<file path="src/rtl/fifo_pkg.sv">
// Shared constants and Gray-code helpers for the FIFO pointer controller.
// Optional build macro used by fifo_ptr_ctrl: FIFO_ERR_STICKY_EN.
package fifo_pkg;

    localparam int DEFAULT_ADDR_W = 4;

    // Widths up to 32 bits; callers truncate the result to their pointer width.
    function automatic logic [31:0] bin2gray(input logic [31:0] b);
        return b ^ (b >> 1);
    endfunction

    function automatic logic [31:0] gray2bin(input logic [31:0] g);
        logic [31:0] b;
        b = g;
        for (int i = 1; i < 32; i++) begin
            b = b ^ (g >> i);
        end
        return b;
    endfunction

endpackage

</file>
<file path="src/rtl/gray_ptr.sv">
// Binary/Gray pointer register pair with an increment enable.
// The next-state values are exposed so the parent can derive registered flags.
module gray_ptr
    import fifo_pkg::*;
#(
    parameter int W = DEFAULT_ADDR_W + 1
) (
    input  logic         clk,
    input  logic         rst,
    input  logic         inc,
    output logic [W-1:0] bin,
    output logic [W-1:0] gray,
    output logic [W-1:0] bin_next,
    output logic [W-1:0] gray_next
);

    assign bin_next  = bin + {{(W-1){1'b0}}, inc};
    assign gray_next = W'(bin2gray(32'(bin_next)));

    always_ff @(posedge clk or posedge rst) begin
        if (rst) begin
            bin  <= '0;
            gray <= '0;
        end else begin
            bin  <= bin_next;
            gray <= gray_next;
        end
    end

endmodule

</file>
<file path="src/rtl/fifo_ptr_ctrl.sv">
// FIFO pointer/flag controller: Gray pointers, occupancy count and status flags.
// Build macro FIFO_ERR_STICKY_EN makes overflow/underflow sticky until reset.
module fifo_ptr_ctrl
    import fifo_pkg::*;
#(
    parameter int ADDR_W   = DEFAULT_ADDR_W,
    parameter int AF_LEVEL = (2 ** ADDR_W) - 2,
    parameter int AE_LEVEL = 2
) (
    input  logic              clk,
    input  logic              rst,
    input  logic              wr_req,
    input  logic              rd_req,
    output logic              wr_en,
    output logic              rd_en,
    output logic [ADDR_W-1:0] waddr,
    output logic [ADDR_W-1:0] raddr,
    output logic [ADDR_W:0]   wptr_gray,
    output logic [ADDR_W:0]   rptr_gray,
    output logic [ADDR_W:0]   count,
    output logic              full,
    output logic              empty,
    output logic              almost_full,
    output logic              almost_empty,
    output logic              overflow,
    output logic              underflow
);

    // Full: Gray pointers one lap apart differ in exactly the top two bits.
    localparam logic [ADDR_W:0] FULL_MASK = {2'b11, {(ADDR_W-1){1'b0}}};
    localparam logic [ADDR_W:0] AF_TH     = (ADDR_W+1)'(AF_LEVEL);
    localparam logic [ADDR_W:0] AE_TH     = (ADDR_W+1)'(AE_LEVEL);

    logic [ADDR_W:0] wptr_bin, rptr_bin;
    logic [ADDR_W:0] wbin_next, rbin_next;
    logic [ADDR_W:0] wgray_next, rgray_next;
    logic [ADDR_W:0] count_next;
    logic            ovf_evt, udf_evt;

    // Handshake: wr_req/rd_req are requests; wr_en/rd_en grant them in the same
    // cycle only when there is room/data. A refused request is dropped, moves
    // no pointer, and is reported one edge later on overflow/underflow.
    assign wr_en   = wr_req & ~full;
    assign rd_en   = rd_req & ~empty;
    assign ovf_evt = wr_req & full;
    assign udf_evt = rd_req & empty;

    assign waddr = wptr_bin[ADDR_W-1:0];
    assign raddr = rptr_bin[ADDR_W-1:0];

    gray_ptr #(.W(ADDR_W + 1)) u_wptr (
        .clk       (clk),
        .rst       (rst),
        .inc       (wr_en),
        .bin       (wptr_bin),
        .gray      (wptr_gray),
        .bin_next  (wbin_next),
        .gray_next (wgray_next)
    );

    gray_ptr #(.W(ADDR_W + 1)) u_rptr (
        .clk       (clk),
        .rst       (rst),
        .inc       (rd_en),
        .bin       (rptr_bin),
        .gray      (rptr_gray),
        .bin_next  (rbin_next),
        .gray_next (rgray_next)
    );

    assign count_next = wbin_next - rbin_next;

    // Flags are computed from next-state pointers so they track a grant in one edge.
    always_ff @(posedge clk or posedge rst) begin
        if (rst) begin
            count        <= '0;
            full         <= 1'b0;
            empty        <= 1'b1;
            almost_full  <= 1'b0;
            almost_empty <= 1'b1;
            overflow     <= 1'b0;
            underflow    <= 1'b0;
        end else begin
            count        <= count_next;
            full         <= ((wgray_next ^ rgray_next) == FULL_MASK);
            empty        <= (wgray_next == rgray_next);
            almost_full  <= (count_next >= AF_TH);
            almost_empty <= (count_next <= AE_TH);
`ifdef FIFO_ERR_STICKY_EN
            overflow     <= overflow | ovf_evt;
            underflow    <= underflow | udf_evt;
`else
            overflow     <= ovf_evt;
            underflow    <= udf_evt;
`endif
        end
    end

endmodule

</file>
<file path="config.mk">
export PLATFORM = sky130hd
export DESIGN_NAME = fifo_ptr_ctrl
export DESIGN_NICKNAME = d
export VERILOG_FILES = /design/src/rtl/fifo_pkg.sv /design/src/rtl/gray_ptr.sv /design/src/rtl/fifo_ptr_ctrl.sv
export SDC_FILE = /design/constraint.sdc
export NUM_CORES = 1
export LEC_CHECK = 0
export CELL_PAD_IN_SITES_DETAIL_PLACEMENT = 0
export CELL_PAD_IN_SITES_GLOBAL_PLACEMENT = 2
export CORE_AREA = 10 10 75 77
export CTS_CLUSTER_SIZE = 40
export DETAILED_ROUTE_END_ITERATION = 8
export DIE_AREA = 0 0 85 87
export PLACE_DENSITY = 0.88
export SLEW_MARGIN = 10
export SYNTH_ARGS = -nofsm -noshare
export SYNTH_HDL_FRONTEND = slang
export SYNTH_SLANG_ARGS = --single-unit
</file>
<file path="constraint.sdc">
create_clock -name clk -period 6.01 [get_ports clk]
set_clock_uncertainty 0.2 [all_clocks]
set_input_delay 0.601 -clock clk [delete_from_list [all_inputs] [get_ports clk]]
set_output_delay 0.601 -clock clk [all_outputs]
set_load 0.02 [all_outputs]
</file>
* After elaboration in Yosys (flattened, before gate mapping)
Cells that the tools add are included.
** Cells by class
- Eq/ne operators :: 2
- Bitwise operators :: 9
- Reduce and logical (&&, ||, !) cells :: 0
- Mux-type cells :: 0
- Add/sub/neg operators :: 3
- Div/mod/pow operators :: 0
- Order comparisons :: 2
- Shift-type cells :: 0
- Multipliers :: 0
** Operators with widths (count)
- $add A5 B1 Y5 :: 2
- $xor A5 B4 Y5 :: 2
- $eq A5 B5 Y1 :: 1
- $eq A5 B5 Y1 const B :: 1
- $ge A5 B4 Y1 const B :: 1
- $le A5 B2 Y1 const B :: 1
- $sub A5 B5 Y5 :: 1
- $xor A5 B5 Y5 :: 1
- $and A1 B1 Y1 :: 4
- $not A1 Y1 :: 2
** Word-level totals
- Word-level logic and storage cells :: 27
- Input port bits :: 4
- Output and inout port bits :: 31
- Memory bits (writable) :: 0
- Memories kept :: 0
- Bits in latches :: 0
- Memory bits (read-only) :: 0
- Bits in registers :: 31

* Logic depth before layout (Yosys ltp)
Gate-level depths: netlist of the first run.
- Depth after elaboration :: 6
- Depth in mapped cells :: 10
- Depth with buffers taken out :: 10

* Cells and area by module
Synthesis of the first run repeated with hierarchy kept, for this count alone.
** Second synthesis, totals
- Cells, all modules :: 104
- Area total of the unflattened synthesis :: 1326.3 µm²
** Modules (own cells, without submodules)
- gray_ptr :: instances 2, area an instance 387.9 µm², seq. area each 225.2 µm², cells each 29
- fifo_ptr_ctrl :: instances 1, area an instance 550.5 µm², seq. area each 277.8 µm², cells each 46

* Least setup slack after synthesis of the first run
No wires, ideal clock.
- Path type :: register -> register
- From :: reg empty
- To :: reg almost_full
- Stages on the path, launching flop included :: 11
- Period minus slack after synthesis :: 2851 ps
- Data arrival time :: 2532 ps
- Slack :: 3159 ps
- Buffers on the path :: 1
- Data required time :: 5690 ps
- Setup time :: 120 ps
- Cells stage by stage :: dfstp_2 and3b_1 buf_6 ha_1 xnor2_1 xnor2_1 ha_1 o31ai_2 maj3_2 xnor2_2 a31o_1
** On the way
- Longest elaborated chain between the ends :: 5
** RTL lines
- start, declared :: RTL line fifo_ptr_ctrl.sv:22 : output logic empty,
- start signal, assigned :: RTL line fifo_ptr_ctrl.sv:86 : empty <= (wgray_next == rgray_next);
- $not A1 Y1 :: RTL line fifo_ptr_ctrl.sv:44 : assign rd_en = rd_req & ~empty;
- $and A1 B1 Y1 :: RTL line fifo_ptr_ctrl.sv:44
- $add A5 B1 Y5 :: RTL line gray_ptr.sv:17 : assign bin_next = bin + {{(W-1){1'b0}}, inc};
- $sub A5 B5 Y5 :: RTL line fifo_ptr_ctrl.sv:71 : assign count_next = wbin_next - rbin_next;
- via count_next[4] :: RTL line fifo_ptr_ctrl.sv:37 : logic [ADDR_W:0] count_next;
- $ge A5 B4 Y1 :: RTL line fifo_ptr_ctrl.sv:87 : almost_full <= (count_next >= AF_TH);
- end signal, assigned :: RTL line fifo_ptr_ctrl.sv:87
- end, declared :: RTL line fifo_ptr_ctrl.sv:23 : output logic almost_full,
The timed path passes the listed nets, and every way through them passes these cells.

* Final worst setup path of the first run
- From :: in rd_req
- To :: reg almost_full
** On the way
- Longest elaborated chain between the ends :: 4
** RTL lines
- start, declared :: RTL line fifo_ptr_ctrl.sv:13 : input logic rd_req,
- $and A1 B1 Y1 :: RTL line fifo_ptr_ctrl.sv:44
- $add A5 B1 Y5 :: RTL line gray_ptr.sv:17
- $sub A5 B5 Y5 :: RTL line fifo_ptr_ctrl.sv:71
- via count_next[4] :: RTL line fifo_ptr_ctrl.sv:37
- $ge A5 B4 Y1 :: RTL line fifo_ptr_ctrl.sv:87
The timed path passes the listed nets, and every way through them passes these cells.

==> results.sh, run 1 <==
export IMPL_status="finished, final reports clean"
export IMPL_worstSetupEndpointType="flip-flop"
export IMPL_grt_use_total_pct=8.63
export IMPL_area_delta_synth_final_pct=35.5
export IMPL_grt_pass1_wl_um=4950
export IMPL_tightest_slew_ns=1.07
export IMPL_seq_area_frac_synth_pct=53.4
export IMPL_cp_max_fo=4
export IMPL_fin_hold_ws_ns=0.342
export IMPL_yosysMostFrequentCell="dfrtp_1"
export IMPL_drt_initial_drc_count=59
export IMPL_ys_ff_latch=29
export IMPL_syn_area_per_cell_sq_um=12.9
export IMPL_diodes=0
export IMPL_port_buffers=34
export IMPL_period_share_pct=52.6
export IMPL_slew_violations=0
export IMPL_cts_buffer_depth=2
export IMPL_ctsResizeCount=0
export IMPL_cts_hold_buffers_added=0
export IMPL_fp_dieH_um=87
export IMPL_drtPass1Iterations=4
export IMPL_synth_top_cell_area_share_pct=49.5
export IMPL_synth_top_flop_cell="dfrtp_1"
export IMPL_die_area_sq_um=7400
export IMPL_crit_type="in2reg"
export IMPL_antenna_left=0
export IMPL_vias_per_cell=4.38
export IMPL_wire_per_inst_um=14.4
export IMPL_clock_fmax_ghz=0.317
export IMPL_io_pins=35
export IMPL_setup_viol=0
export IMPL_critPathLaunchType="input port"
export IMPL_maxCapViolCount=0
export IMPL_postCtsSetupBuffers=0
export IMPL_synthDistinctLibCells=32
export IMPL_synth_common_cells="dfrtp_1, xnor2_1, xor2_1"
export IMPL_cts_root_buf="clkbuf_8"
export IMPL_finalHoldViolCount=0
export IMPL_dieWidth_um=85
export IMPL_rsz0062_at_grt="no"
export IMPL_grt_max_degree=30
export IMPL_clock_sinks=29
export IMPL_clkLatencyLatePin_ns=0.28
export IMPL_syn_inst=106
export IMPL_layout_nets=154
export IMPL_dr_total_vias=872
export IMPL_cts_made_buffers=5
export IMPL_synthArstFlopShare_pct=100
export IMPL_rows=24
export IMPL_drc=0
export IMPL_wl_um=2860
export IMPL_clk_pin_slew_worst_paths_ns=0.06
export IMPL_synth_largest_area_cell="dfrtp_1"
export IMPL_htree_levels=2
export IMPL_slew_headroom_pct=28.7
export IMPL_cts_tree="built"
export IMPL_yosysWarnings=0
export IMPL_synth_area_sq_um=1360
export IMPL_synth_edf_count=0
export IMPL_antenna_found_initial=0
export IMPL_cp_required_ns=5.98
export IMPL_syn_num_nets=114
export IMPL_drive_gt1_share_pct=15.6
export IMPL_grt_pass1_vias=971
export IMPL_initial_core_util_pct=32.2
export IMPL_gp_congestion=0.848
export IMPL_arrival_ns=3.13
export IMPL_fin_crit_ns=3.16
export IMPL_grt_overflow_total=0
export IMPL_synth_area_leaders="dfrtp_1, xnor2_1, xor2_1"
export IMPL_coreArea_sq_um=4230
export IMPL_hold_class="reg2reg"
export IMPL_hpwl_um=2200
export IMPL_tns_ns=0
## final cells by class
type                    instances  area, sq um
fillers                       418         2390
flip-flops and latches         29          728
multi-input cells              65          583
repair buffers                 34          340
clock buffers                   8         90.1
well taps                      52         65.1
inverters                      11         41.3
## through the flow
step | setup slack, ns | utilization (%) | cells | cell area (sq um)
5_1_grt | 2.64 | 43.6 | 199 | 1850
3_5_place_dp | 2.57 | 41.5 | 191 | 1760
2_1_floorplan | 3.16 | - | 106 | 1360
6_report | 2.85 | 43.6 | 199 | 1850
4_1_cts | 2.85 | 43.6 | 199 | 1850
3_3_place_gp | 2.67 | 41.5 | 191 | 1760
## cells in the final DEF (no fill, tap or decap), types with 2 or more instances in the layout
cell type / n
dfrtp_1: 27
xnor2_2: 3
inv_1: 8
clkbuf_1: 2
xor2_1: 9
nor3_1: 2
nand2_1: 6
nand3_1: 2
xnor2_4: 2
nor2_1: 3
and2_1: 3
inv_2: 3
nor2b_1: 2
clkdlybuf4s50_1: 34
and3_4: 2
ha_1: 4
dfstp_2: 2
clkbuf_8: 6
xnor2_1: 12
## routing by layer
| metal | share of wire, % | GRT usage, % |
|---|---|---|
| met1 | 41 | 9.40 |
| met2 | 45 | 12.3 |
| met3 | 12 | 4.87 |
| met4 | 2.3 | 6.29 |
| met5 | 0 | 0 |
## cell families after synthesis
kind of cell             synth area share [%]
adder cells (fa/ha/maj)                  4.50
multiplexers                            0.734
buffers and inverters                    3.85
AO/OA/AOI/OAI                            3.49
AND/OR/NAND/NOR                          11.7
flip-flops                               53.4
XOR/XNOR                                 22.3
## final timing paths
check	from	end	slack, ns	cells after the start
setup reg to reg	empty	almost_full	3.12	9
max in group asynchronous	rst	u_rptr.bin[1]	4.26	2
min in group asynchronous	rst	overflow	0.70	2
setup / recovery	rd_req	almost_full	2.85	10
hold reg to reg	empty	underflow	0.34	1
hold / removal	empty	underflow	0.34	1
## flip-flops by register name, summed over array words and instances, names as in the netlist
signal,count
empty,1
u_rptr.gray,4
u_rptr.bin,5
u_wptr.gray,4
count,5
full,1
u_wptr.bin,5
overflow,1
almost_empty,1
underflow,1
almost_full,1
## worst max-delay path, stage by stage
cell and delay [ns]:
clkdlybuf4s50_1 0.49, and3b_1 0.27, ha_1 0.31, xnor2_1 0.19, xnor2_1 0.13, ha_1 0.25, o31ai_2 0.34, maj3_2 0.30
xnor2_2 0.06, a31o_1 0.18
Power of run 1 is not shown: default switching activity piles up to over one toggle a cycle in this logic, so the estimate is an artifact.
==> inputs of run 2 (changes only) <==
CORE_AREA = 10 10 81 83   (was 10 10 75 77)
DIE_AREA = 0 0 91 93   (was 0 0 85 87)
PLACE_DENSITY = 0.79   (was 0.88)
clock period = 2.7 ns   (was 6.01 ns; I/O delays follow)
==> run 2 against run 1 <==
  * Setup slack got worse by 2.8 ns
  * Critical path depth fell by 1
  * Sequential share of layout area fell by 4.2 points
  * Non-clock buffer count rose by 22
  * Core utilization fell by 2.4 points
  * Final area rose by 12%
  * First-iteration DRC count fell by 15%
  * Largest cell class unchanged
==> results.sh, run 2 (synthesis gave the netlist of run 1 again) <==
export IMPL_rows=26
export IMPL_period_share_pct=97.6
export IMPL_finalHoldViolCount=0
export IMPL_grt_max_degree=30
export IMPL_cts_hold_buffers_added=0
export IMPL_fin_crit_ns=2.64
export IMPL_grt_use_total_pct=7.92
export IMPL_crit_top_cell="xnor2_2"
export IMPL_setup_viol=0
export IMPL_clkLatencyLatePin_ns=0.28
export IMPL_final_common_cell="clkdlybuf4s50_1"
export IMPL_drc=0
export IMPL_diodes=0
export IMPL_die_area_sq_um=8460
export IMPL_r2r_worst_path_cells=9
export IMPL_worst_path_stages=9
export IMPL_vias_per_cell=3.99
export IMPL_met1_usage_pct=8.43
export IMPL_coreArea_sq_um=5010
export IMPL_busiest_layer="met2"
export IMPL_worstPathCellList="and3b_2, ha_4, xnor2_4, xnor2_2, ha_2, o31ai_2, maj3_2, xnor2_2, a31o_1"
export IMPL_worst_path_buf_inv=0
export IMPL_startpoint="empty"
export IMPL_fin_hold_ws_ns=0.168
export IMPL_multi_input_area_sq_um=626
export IMPL_crit_slowest_cell="dfstp_2"
export IMPL_worst_path_largest_cell_delay_ns=0.52
export IMPL_endpoint="almost_full"
export IMPL_design_area_sq_um=2070
export IMPL_fillers=521
export IMPL_arrival_ns=2.60
export IMPL_clock_fmax_ghz=0.379
export IMPL_io_pins=35
export IMPL_r2r_end="almost_full"
export IMPL_globalRouteMet3Util_pct=4.56
export IMPL_worstSetupEndpointType="flip-flop"
export IMPL_gp_congestion=0.844
export IMPL_postPlaceCellArea_sq_um=1950
export IMPL_drtPass1Iterations=4
export IMPL_clock_sinks=29
export IMPL_layout_common_cells="clkdlybuf4s50_1, dfrtp_1, buf_4, xnor2_1, xor2_1"
export IMPL_grt_pass1_vias=1068
export IMPL_initial_core_util_pct=27.2
export IMPL_slew_headroom_pct=76.6
export IMPL_wl_um=3120
export IMPL_critPathLaunchType="flip-flop"
export IMPL_dr_total_vias=953
export IMPL_layout_nets=176
export IMPL_cp_max_fo=2
export IMPL_wire_per_inst_um=13.0
export IMPL_cts_tree="built"
export IMPL_port_buffers=34
export IMPL_dieWidth_um=91
export IMPL_drt_initial_drc_count=50
export IMPL_tightest_slew_ns=0.342
export IMPL_antenna_left=0
export IMPL_reg_top3="count: 5 flops, u_rptr.bin: 5 flops, u_wptr.bin: 5 flops"
export IMPL_hpwl_um=2440
export IMPL_cts_root_buf="clkbuf_8"
export IMPL_use_met2_pct=12.8
export IMPL_antenna_found_initial=0
export IMPL_drive_gt1_share_pct=29.0
export IMPL_status="finished, final reports clean"
export IMPL_htree_levels=2
export IMPL_area_delta_synth_final_pct=51.7
export IMPL_maxCapViolCount=0
export IMPL_clk_pin_slew_worst_paths_ns=0.06
export IMPL_fp_dieH_um=93
export IMPL_grt_overflow_total=0
export IMPL_hold_class="in2async"
export IMPL_cp_top_family="adder cells"
export IMPL_crit_type="reg2reg"
export IMPL_tns_ns=0
export IMPL_cp_required_ns=2.66
export IMPL_register_area_sq_um=728
export IMPL_rrSetupSlack_ns=0.06
export IMPL_cts_made_buffers=5
export IMPL_cts_buffer_depth=2
export IMPL_grt_pass1_wl_um=5320
export IMPL_reg2reg_from="empty"
export IMPL_slew_violations=0
## run 2: per-layer routing
| layer | wire length, um | share of wire (%) |
|---|---|---|
| met1 | 1330 | 43 |
| met2 | 1470 | 47 |
| met3 | 266 | 8.5 |
| met4 | 45 | 1.4 |
| met5 | 0 | 0 |
## run 2: area by class of cell
type,instances,area share (%)
sequential,29,35.2
multi-input combinational,65,30.2
timing repair buffer,56,24.4
tap,70,4.23
clock buffer,8,3.87
inverter,11,2.00
## run 2: tightest hold or removal path, cell delays in order
cell and delay (ns):
clkdlybuf4s50_1 0.40, inv_1 0.05, buf_4 0.33
## run 2: stage by stage
stage / worst slack (ns) / instances / util (%)
after floorplan: -0.0234 / 106 / -
after global placement: -0.0911 / 229 / 38.8
after detailed placement: -0.208 / 229 / 38.8
after CTS: 0.00347 / 237 / 40.4
after global routing: -0.00812 / 239 / 41.3
final: 0.0643 / 239 / 41.3
## run 2: worst min-delay path by stage
| stage | startpoint | end | cells after the start |
|---|---|---|---|
| after global routing | rst | u_wptr.gray[3] | 3 |
| after CTS | rst | u_rptr.bin[1] | 3 |
| final | rst | u_rptr.gray[3] | 3 |
| after floorplan | rst | almost_full | 1 |
| after detailed placement | full | overflow | 1 |
| after global placement | full | overflow | 1 |
## run 2: timing repair
item | CTS | global route
gates resized for setup | 0 | 4
setup buffers | 0 | 2
setup endpoints to repair | 0 | 2
hold endpoints to repair | 0 | 0
Power of run 2 is left out for the same reason.
==> inputs of run 3 (changes only) <==
CORE_AREA = 3 3 74 76   (was 10 10 81 83)
CTS_CLUSTER_SIZE = default   (was 40)
DIE_AREA = 0 0 77 79   (was 0 0 91 93)
==> run 3 against run 2 <==
  * Via count is 0.31% higher
  * Die area is 28% lower
  * Setup slack better by 0.0097 ns
  * Core utilization is 2.0 points higher
  * Sequential share of layout area hardly changed
  * Critical path depth stayed put
  * Largest cell class unchanged
  * Highest routed layer unchanged
==> results.sh, run 3 (synthesis gave the netlist of run 1 again) <==
export IMPL_cts_hold_buffers_added=0
export IMPL_initial_core_util_pct=28.5
export IMPL_grt_overflow_total=0
export IMPL_cp_max_fo=3
export IMPL_grt_pass1_vias=979
export IMPL_setup_viol=0
export IMPL_cp_required_ns=2.67
export IMPL_postPlaceCellArea_sq_um=1930
export IMPL_area_delta_synth_final_pct=51.8
export IMPL_io_pins=35
export IMPL_tightest_slew_ns=0.357
export IMPL_finalHoldViolCount=0
export IMPL_die_area_sq_um=6080
export IMPL_register_area_sq_um=728
export IMPL_fp_dieH_um=79
export IMPL_gp_congestion=0.765
export IMPL_worstSetupEndpointType="flip-flop"
export IMPL_final_common_cell="clkdlybuf4s50_1"
export IMPL_fin_hold_ws_ns=0.161
export IMPL_fillers=450
export IMPL_rows=25
export IMPL_antenna_found_initial=0
export IMPL_maxCapViolCount=0
export IMPL_htree_levels=2
export IMPL_layout_common_cells="clkdlybuf4s50_1, dfrtp_1, buf_4, xnor2_1, xor2_1"
export IMPL_clk_pin_slew_worst_paths_ns=0.06
export IMPL_diodes=0
export IMPL_grt_use_total_pct=10.4
export IMPL_grt_pass1_wl_um=4820
export IMPL_arrival_ns=2.59
export IMPL_port_buffers=34
export IMPL_utilization_pct=43.3
export IMPL_critPathLaunchType="flip-flop"
export IMPL_design_area_sq_um=2070
export IMPL_dr_total_vias=956
export IMPL_wl_um=2860
export IMPL_hold_class="in2async"
export IMPL_cts_made_buffers=5
export IMPL_cts_root_buf="clkbuf_8"
export IMPL_drive_gt1_share_pct=30.2
export IMPL_hpwl_um=2200
export IMPL_antenna_left=0
export IMPL_cts_tree="built"
export IMPL_drt_initial_drc_count=23
export IMPL_drc=0
export IMPL_slew_headroom_pct=76.2
export IMPL_wire_per_inst_um=12.1
export IMPL_clock_fmax_ghz=0.381
export IMPL_clock_sinks=29
export IMPL_drtPass1Iterations=4
export IMPL_cts_buffer_depth=2
export IMPL_slew_violations=0
export IMPL_grt_max_degree=30
export IMPL_period_share_pct=97.3
export IMPL_coreArea_sq_um=4790
export IMPL_reg_top3="count: 5 flops, u_rptr.bin: 5 flops, u_wptr.bin: 5 flops"
export IMPL_crit_type="reg2reg"
export IMPL_status="finished, final reports clean"
export IMPL_multi_input_area_sq_um=622
export IMPL_layout_nets=176
export IMPL_clkLatencyLatePin_ns=0.28
export IMPL_fin_crit_ns=2.63
export IMPL_vias_per_cell=4.05
export IMPL_dieWidth_um=77
-- run 3: cell counts in the layout (fill, tap and decap cells not counted) --
Identical to the previous run, type by type.
-- run 3: final timing paths --
kind / from / end / slack, ns / cells past startpoint
min in group clk: empty / underflow / 0.33 / 1
max in group asynchronous: rst / empty / 1.83 / 3
min: rst / u_rptr.gray[2] / 0.16 / 3
max reg2reg: empty / almost_full / 0.07 / 9
max: empty / almost_full / 0.07 / 9
min reg2reg: empty / underflow / 0.33 / 1
-- run 3: layout make-up --
type	count	share of cell area (%)
clock buffer	8	4.35
tap	67	4.05
multi-input combinational	65	30.0
timing repair buffer	56	24.4
sequential	29	35.2
inverter	11	1.99
-- run 3: per-layer routing --
layer | vias to the layer above | part of all wire, % | global-route usage [%]
met5 | - | 0 | 0
met4 | 0 | 1.6 | 4.80
met3 | 6 | 6.5 | 5.33
met2 | 31 | 48 | 15.9
met1 | 455 | 44 | 12.3
li1 | 464 | - | -
-- run 3: critical path, cell delays in order (launching register included) --
cell     delay (ns)
dfstp_2        0.53
and3b_2        0.23
ha_4           0.25
xnor2_2        0.15
xnor2_2        0.20
ha_2           0.21
o31ai_2        0.07
maj3_2         0.34
xnor2_2        0.15
a31o_1         0.19
-- run 3: timing repair --
item                                    CTS  global route
gates resized for setup                   0             4
endpoints found under the setup margin    2             2
buffers inserted                          1             2
pin swaps                                 1             4
-- run 3: per-stage QoR --
| step | setup slack (ns) | std cells | setup TNS [ns] |
|---|---|---|---|
| after global placement | -0.154 | 225 | -0.259 |
| after floorplan | -0.0234 | 106 | -0.0234 |
| final | 0.0740 | 236 | 0 |
| after global routing | -0.00764 | 236 | -0.0110 |
| after detailed placement | -0.250 | 225 | -0.520 |
| after CTS | 0.0218 | 234 | 0 |
Power of run 3 is left out for the same reason.
